File: src/rtl/router_port_serializer.sv
// Transmit side of one router output port.
// Packet bytes arrive on a valid/ready byte interface into a small FIFO and
// leave LSB-first on the 1-bit router channel (dout / valido_n / frameo_n).
//
// Ports:
//   clock, reset       rising-edge clock, asynchronous active-high reset
//   in_valid/in_ready  byte handshake; a push happens when both are high
//   in_data, in_last   payload byte and end-of-packet flag
//   dout               serial data, LSB first (registered)
//   valido_n           active-low: dout carries a valid bit (registered)
//   frameo_n           active-low: packet in progress, high on the last bit (registered)
//   busy               FIFO non-empty or FSM not idle
//   underrun           one-cycle pulse when the frame stalls waiting for data
module router_port_serializer #(
  parameter int unsigned DEPTH      = 4,
  parameter int unsigned GAP_CYCLES = 1
) (
  input  logic       clock,
  input  logic       reset,
  input  logic       in_valid,
  input  logic [7:0] in_data,
  input  logic       in_last,
  output logic       in_ready,
  output logic       dout,
  output logic       valido_n,
  output logic       frameo_n,
  output logic       busy,
  output logic       underrun
);

  localparam int unsigned PtrW = (DEPTH > 1) ? $clog2(DEPTH) : 1;
  localparam int unsigned CntW = $clog2(DEPTH + 1);
  localparam int unsigned GapW = (GAP_CYCLES > 1) ? $clog2(GAP_CYCLES) : 1;
  // Gap counter is loaded with GAP_CYCLES-1 and counts down to zero.
  localparam logic [GapW-1:0] GapLoad = GapW'(GAP_CYCLES - 1);

  typedef enum logic [1:0] {StIdle, StShift, StStall, StGap} state_e;

  // FIFO: entries are {last, data}
  logic [8:0]      mem_q [DEPTH];
  logic [PtrW-1:0] wr_ptr_q, rd_ptr_q;
  logic [CntW-1:0] count_q, count_d;
  logic            push, pop, fifo_empty;
  logic [8:0]      head;

  state_e          state_q, state_d;
  logic [7:0]      shreg_q, shreg_d;
  logic            last_q, last_d;
  logic [2:0]      bitcnt_q, bitcnt_d;
  logic [GapW-1:0] gapcnt_q, gapcnt_d;
  logic            dout_q, dout_d;
  logic            valido_n_q, valido_n_d;
  logic            frameo_n_q, frameo_n_d;
  logic            underrun_q, underrun_d;

  // No pass-through: a full FIFO refuses even if it pops this cycle.
  assign in_ready   = (count_q < CntW'(DEPTH));
  assign push       = in_valid && in_ready;
  assign fifo_empty = (count_q == '0);
  assign head       = mem_q[rd_ptr_q];

  always_ff @(posedge clock) begin
    if (push) begin
      mem_q[wr_ptr_q] <= {in_last, in_data};
    end
  end

  always_comb begin
    count_d = count_q;
    if (push && !pop) begin
      count_d = count_q + CntW'(1);
    end else if (!push && pop) begin
      count_d = count_q - CntW'(1);
    end
  end

  always_comb begin
    state_d  = state_q;
    shreg_d  = shreg_q;
    last_d   = last_q;
    bitcnt_d = bitcnt_q;
    gapcnt_d = gapcnt_q;
    pop      = 1'b0;
    unique case (state_q)
      StIdle: begin
        pop = !fifo_empty;
      end
      StShift: begin
        if (bitcnt_q == 3'd7) begin
          if (last_q) begin
            if (GAP_CYCLES == 0) begin
              state_d = StIdle;
            end else begin
              state_d  = StGap;
              gapcnt_d = GapLoad;
            end
          end else if (!fifo_empty) begin
            pop = 1'b1;
          end else begin
            state_d = StStall;
          end
        end else begin
          bitcnt_d = bitcnt_q + 3'd1;
        end
      end
      StStall: begin
        pop = !fifo_empty;
      end
      StGap: begin
        // The final gap cycle hands over straight to the next byte so the
        // idle stretch between packets is exactly GAP_CYCLES long.
        if (gapcnt_q == '0) begin
          state_d = StIdle;
          pop     = !fifo_empty;
        end else begin
          gapcnt_d = gapcnt_q - GapW'(1);
        end
      end
      default: state_d = StIdle;
    endcase
    if (pop) begin
      shreg_d  = head[7:0];
      last_d   = head[8];
      bitcnt_d = 3'd0;
      state_d  = StShift;
    end
  end

  // Outputs are registered from next-state so they line up with the state
  // they describe.
  always_comb begin
    dout_d     = 1'b0;
    valido_n_d = 1'b1;
    frameo_n_d = 1'b1;
    if (state_d == StShift) begin
      dout_d     = shreg_d[bitcnt_d];
      valido_n_d = 1'b0;
      frameo_n_d = last_d && (bitcnt_d == 3'd7);
    end else if (state_d == StStall) begin
      frameo_n_d = 1'b0;
    end
    underrun_d = (state_d == StStall) && (state_q != StStall);
  end

  always_ff @(posedge clock or posedge reset) begin
    if (reset) begin
      wr_ptr_q   <= '0;
      rd_ptr_q   <= '0;
      count_q    <= '0;
      state_q    <= StIdle;
      shreg_q    <= '0;
      last_q     <= 1'b0;
      bitcnt_q   <= '0;
      gapcnt_q   <= '0;
      dout_q     <= 1'b0;
      valido_n_q <= 1'b1;
      frameo_n_q <= 1'b1;
      underrun_q <= 1'b0;
    end else begin
      if (push) wr_ptr_q <= wr_ptr_q + PtrW'(1);
      if (pop)  rd_ptr_q <= rd_ptr_q + PtrW'(1);
      count_q    <= count_d;
      state_q    <= state_d;
      shreg_q    <= shreg_d;
      last_q     <= last_d;
      bitcnt_q   <= bitcnt_d;
      gapcnt_q   <= gapcnt_d;
      dout_q     <= dout_d;
      valido_n_q <= valido_n_d;
      frameo_n_q <= frameo_n_d;
      underrun_q <= underrun_d;
    end
  end

  assign dout     = dout_q;
  assign valido_n = valido_n_q;
  assign frameo_n = frameo_n_q;
  assign underrun = underrun_q;
  assign busy     = (count_q != '0) || (state_q != StIdle);

endmodule

File: config.mk
export PLATFORM = sky130hd
export DESIGN_NAME = router_port_serializer
export DESIGN_NICKNAME = d
export VERILOG_FILES = /design/src/rtl/router_port_serializer.sv
export SDC_FILE = /design/constraint.sdc
export NUM_CORES = 1
export LEC_CHECK = 0
export ABC_CLOCK_PERIOD_IN_PS = 2600
export CAP_MARGIN = 30
export CORE_ASPECT_RATIO = 1.25
export CORE_MARGIN = 5
export CORE_UTILIZATION = 55
export DETAILED_ROUTE_END_ITERATION = 8
export HOLD_SLACK_MARGIN = 0.06
export PLACE_DENSITY = 0.84
export REMOVE_ABC_BUFFERS = 1
export SLEW_MARGIN = 20
export SYNTH_ARGS = -nofsm -noshare
export SYNTH_HDL_FRONTEND = slang
export SYNTH_SLANG_ARGS = --single-unit
File: constraint.sdc
create_clock -name clock -period 2.6 [get_ports clock]
set_clock_uncertainty 0.05 [all_clocks]
set_input_delay 0.26 -clock clock [delete_from_list [all_inputs] [get_ports clock]]
set_output_delay 0.26 -clock clock [all_outputs]
set_load 0.005 [all_outputs]
==> results of run 1 <==
[worst max-delay path by stage]
stage,from,end,depth (start not counted)
2_1_floorplan,bitcnt_q[0],count_q[1],8
3_3_place_gp,bitcnt_q[0],count_q[1],8
3_5_place_dp,bitcnt_q[0],count_q[1],8
4_1_cts,count_q[2],busy,3
5_1_grt,bitcnt_q[0],count_q[1],8
6_report,count_q[2],busy,3
[synthesized netlist by cell type, drive strengths merged]
cell     number
a21oi         7
mux2          9
nor2b         2
inv          10
nand3b        1
buf           3
nand2         3
fa            1
edfxtp       36
a211oi        1
nor2          3
xor2          2
nand4         3
or3           3
dfstp         2
o2111ai       1
nor3          1
o21ai         6
nand2b        1
xnor2         4
o32ai         1
nand3         1
ha            6
mux4         11
and2          5
and3b         2
o211ai        2
or2b          1
dfrtp        23
clkbuf        2
[flip-flops by register name, indices dropped and copies added (netlist names), 2 cells and up]
| signal | cells |
|---|---|
| mem_q | 36 |
| bitcnt_q | 3 |
| wr_ptr_q | 2 |
| shreg_q | 8 |
| count_q | 3 |
| state_q | 2 |
| rd_ptr_q | 2 |
[layout make-up]
class	count	area, µm²
flip-flops and latches	61	1710
fillers	352	1690
multi-input cells	77	793
repair buffers	20	193
clock buffers	12	145
well taps	60	75.1
inverters	10	37.5
clock inverters	3	12.5
[per-layer routing]
layer	GRT usage, %	share of wire, %	vias to the layer above	routed length [µm]
met5	0	0	-	0
met3	4.87	4.8	19	210
met4	12.3	5.3	0	231
met1	17.8	37	682	1620
met2	27.7	53	44	2330
li1	-	-	629	-
[power breakdown]
part / total (mW) / leakage (nW) / switching [mW] / internal, mW
combinational: 1.18 / 0.409 / 0.531 / 0.645
sequential: 1.55 / 0.621 / 0.240 / 1.31
clock: 0.687 / 0.0813 / 0.329 / 0.359
[stage by stage]
stage / setup slack (ps) / total power, mW / std cells / hold WS, ps
2_1_floorplan: 241 / 2.38 / 148 / 236
3_3_place_gp: 439 / 2.63 / 228 / 445
3_5_place_dp: 355 / 2.74 / 228 / 448
4_1_cts: 289 / 3.44 / 243 / 231
5_1_grt: 179 / 3.64 / 243 / 283
6_report: 311 / 3.42 / 243 / 230
[cell families after synthesis]
| logic type | synth area share (%) |
|---|---|
| flops | 66.2 |
| simple gates | 6.40 |
| mux | 14.1 |
| compound gates | 4.51 |
| buf+inv | 3.10 |
| fa+ha+maj | 3.68 |
| xor+xnor | 2.03 |
[worst register-to-register path, cell delays in order, from the launching register on]
cell and delay (ps):
dfrtp_1 450, ha_1 320, nand3b_1 170, a21oi_4 160, inv_1 50, ha_1 200, inv_1 70, fa_1 400
mux2_2 260
==> out/qor.csv, run 1 <==
metric;value;unit
Final min period;2290;ps
Die W;71.3;µm
worst-path fanout max;4;
gp weighted congestion;0.847;
post-synthesis sequential area ratio;66.2;%
n_diodes;0;
Core Region;4660;µm²
Final Hold Fails;0;
Crit Path Class;reg -> out;
critical path, cell by cell;or3_1 > or3_1 > clkdlybuf4s50_1;
outcome;complete, no violations;
worst vdd ir;496;µV
Final Max Tran Viols;0;
Slew headroom;57.1;%
final setup vio count;0;
total CTS buffers;9;
CTS tree;built;
remaining routing DRC violations;0;
Die Area;6170;µm²
First-pass DRT Iterations;4;
drt initial violations;89;
# hold bufs at CTS;0;
htree depth;3;
Setup crit end kind;primary output;
PwrDens;1150;nW/µm²
clock-pin transition on the worst setup and hold timing paths;60;ps
vias in the first global route;1481;
Top delay family on crit path;simple AND/OR/NAND/NOR gates;
Arrival @ worst endpoint;1980;ps
Row Count;28;
share of layout cells above drive strength 1;20.2;%
crit path buf inv count;1;
leakage power;1.11;nW
Resize count post-CTS;0;
I/O Pins;18;
Largest stage delay, worst path;450;ps
post-synth top area share;41.9;%
Post-Route WL;4390;µm
Yosys warning total;0;
Die Ht;86.6;µm
Total Routing Usage GR;16.7;%
MaxCap Viol Count;0;
Post-Syn Area;2580;µm²
HP Class;in -> async;
nets;198;
total negative slack;0;ps
Syn Area/Cell;16.9;µm²
most frequent cells in the layout;edfxtp_1, dfrtp_1, clkdlybuf4s50_1;
DRT antenna net count;0;
largest net degree at the start of global routing;26;
Setup crit start kind;register;
Tightest Pin Transition;644;ps
slowest CP cell;or3_1;
gr ovfl total;0;
post-synth cell types;36;
cell mode on critical path;or3_1;
design area;2970;µm²
Area Growth Syn to Fin;14.8;%
RR Startpoint;bitcnt_q[0];
leading post-synthesis cells by cell area;edfxtp_1, dfrtp_1, mux4_2, mux2_2, ha_1;
R2R depth;8;
CTS root buf;clkbuf_8;
R2R setup slack;350;ps
I/O Buffers;17;
most common cell after layout, fill and taps aside;edfxtp_1;
area leader, netlist;edfxtp_1;
FF-to-FF End;count_q[1];
CTS Sinks;61;
clock buffer depth;2;
final period utilization;88.0;%
Critical Path RT;2290;ps
RSZ-0062 raised after global routing;no;
Wirelength per Cell;18.1;µm
final design utilization;63.6;%
post-synthesis register bit count;61;
HPWL after detailed placement;2930;µm
vias after detailed routing;1374;
first-pass GRT wire length;7380;µm
drt via density;5.65;
postcts setup bufs;0;
Placed Instance Area;2810;µm²
Post-Synthesis Cells;153;
clk_lat worst skew;330;ps
Max Fclk;437;MHz
initial antenna violation count;0;
Initial Util;55.4;%
Power figures use the tool's default switching activity.
==> run 2, diff against run 1 <==
- CTS_BUF_LIST: default -> sky130_fd_sc_hd__clkbuf_4 sky130_fd_sc_hd__clkbuf_8
==> run 2 against run 1 <==
- count of clock-buffer cells in the layout is the same
- combinational power about the same
- non-clock buffer count did not move
- sequential power about the same
- highest routed layer unchanged
==> out/qor.csv, run 2 (same netlist as run 1, synthesis figures left out) <==
metric;value;unit
outcome;complete, no violations;
HP Class;in -> async;
RR Startpoint;bitcnt_q[0];
Pwr Total;3.44;mW
clock buffer depth;2;
first-pass GRT wire length;7380;µm
Tightest Pin Transition;644;ps
final setup vio count;0;
DRT antenna net count;0;
total CTS buffers;9;
remaining routing DRC violations;0;
worst vdd ir;496;µV
Top reg by flops;mem_q;
Crit Path Class;reg -> out;
worst-path fanout max;4;
share of layout cells above drive strength 1;21.3;%
design area;2970;µm²
drt via density;5.65;
Resize count post-CTS;0;
Largest register FFs;36;
R2R setup slack;350;ps
MaxCap Viol Count;0;
htree depth;3;
I/O Buffers;17;
PwrDens;1160;nW/µm²
First-pass DRT Iterations;4;
setup slack at placement;355;ps
Wirelength per Cell;18.1;µm
setup ws final;311;ps
clk_lat worst skew;330;ps
Final min period;2290;ps
most frequent cells in the layout;edfxtp_1, dfrtp_1, clkdlybuf4s50_1;
clock-pin transition on the worst setup and hold timing paths;60;ps
# hold bufs at CTS;0;
vias in the first global route;1481;
RSZ-0062 raised after global routing;no;
Max Fclk;437;MHz
critical path, cell by cell;or3_1 > or3_1 > clkdlybuf4s50_1;
Final Max Tran Viols;0;
Core Region;4660;µm²
HPWL after detailed placement;2930;µm
initial antenna violation count;0;
Initial Util;55.4;%
Setup crit end kind;primary output;
drt initial violations;89;
Die Area;6170;µm²
CTS Sinks;61;
FF/Latch Area;1710;µm²
I/O Pins;18;
Largest stage delay, worst path;450;ps
largest registers;mem_q: 36 flops, shreg_q: 8 flops;
Top delay family on crit path;simple AND/OR/NAND/NOR gates;
vias after detailed routing;1374;
CTS root buf;clkbuf_8;
Row Count;28;
R2R depth;8;
Area Growth Syn to Fin;15.1;%
cell mode on critical path;or3_1;
Die W;71.3;µm
CTS tree;built;
most common cell after layout, fill and taps aside;edfxtp_1;
crit path buf inv count;1;
final period utilization;88.0;%
nets;198;
total negative slack;0;ps
largest net degree at the start of global routing;26;
n_diodes;0;
Final Hold Fails;0;
Critical Path RT;2290;ps
Slew headroom;57.1;%
Post-Route WL;4390;µm
Filler Cell Count;352;
final design utilization;63.8;%
FF-to-FF End;count_q[1];
Placed Instance Area;2810;µm²
Setup crit start kind;register;
multi-input logic area;793;µm²
gp weighted congestion;0.847;
gr ovfl total;0;
Die Ht;86.6;µm
slowest CP cell;or3_1;
postcts setup bufs;0;
leakage power;1.12;nW
Arrival @ worst endpoint;1980;ps
Total Routing Usage GR;16.7;%
## run 2: cell counts in the layout (fill, tap and decap cells not counted)
Identical to the previous run, type by type.
## run 2: how the worst max path moves through the flow
stage,cells past startpoint,startpoint,slack [ps],to
after floorplan,8,bitcnt_q[0],240,count_q[1]
after global placement,8,bitcnt_q[0],440,count_q[1]
after detailed placement,8,bitcnt_q[0],350,count_q[1]
after CTS,3,count_q[2],290,busy
after global routing,8,bitcnt_q[0],180,count_q[1]
final,3,count_q[2],310,busy
## run 2: through the flow
| step | hold slack, ps | instances |
|---|---|---|
| 5_1_grt | 283 | 243 |
| 3_3_place_gp | 445 | 228 |
| 4_1_cts | 231 | 243 |
| 3_5_place_dp | 448 | 228 |
| 2_1_floorplan | 236 | 148 |
| 6_report | 230 | 243 |
## run 2: where the power goes
group	switching [mW]	internal [mW]	total (mW)	leakage (nW)
logic	0.531	0.645	1.18	0.409
registers	0.240	1.31	1.55	0.621
clock network	0.329	0.380	0.708	0.0881
## run 2: layer usage
metal | part of all wire [%] | GRT usage, %
met4 | 5.3 | 12.3
met1 | 37 | 17.8
met5 | 0 | 0
met3 | 4.8 | 4.87
met2 | 53 | 27.7
## run 2: layout make-up
| cell class | count | share of cell area, % |
|---|---|---|
| Clock inverter | 3 | 0.421 |
| Multi-Input combinational cell | 77 | 26.7 |
| Tap cell | 60 | 2.53 |
| Clock buffer | 12 | 5.13 |
| Sequential cell | 61 | 57.5 |
| Inverter | 10 | 1.26 |
| Timing Repair Buffer | 20 | 6.48 |
## run 2: worst min-delay path, delay by kind of cell
kind | cells | cell delay (ps)
buffers and inverters | 3 | 740
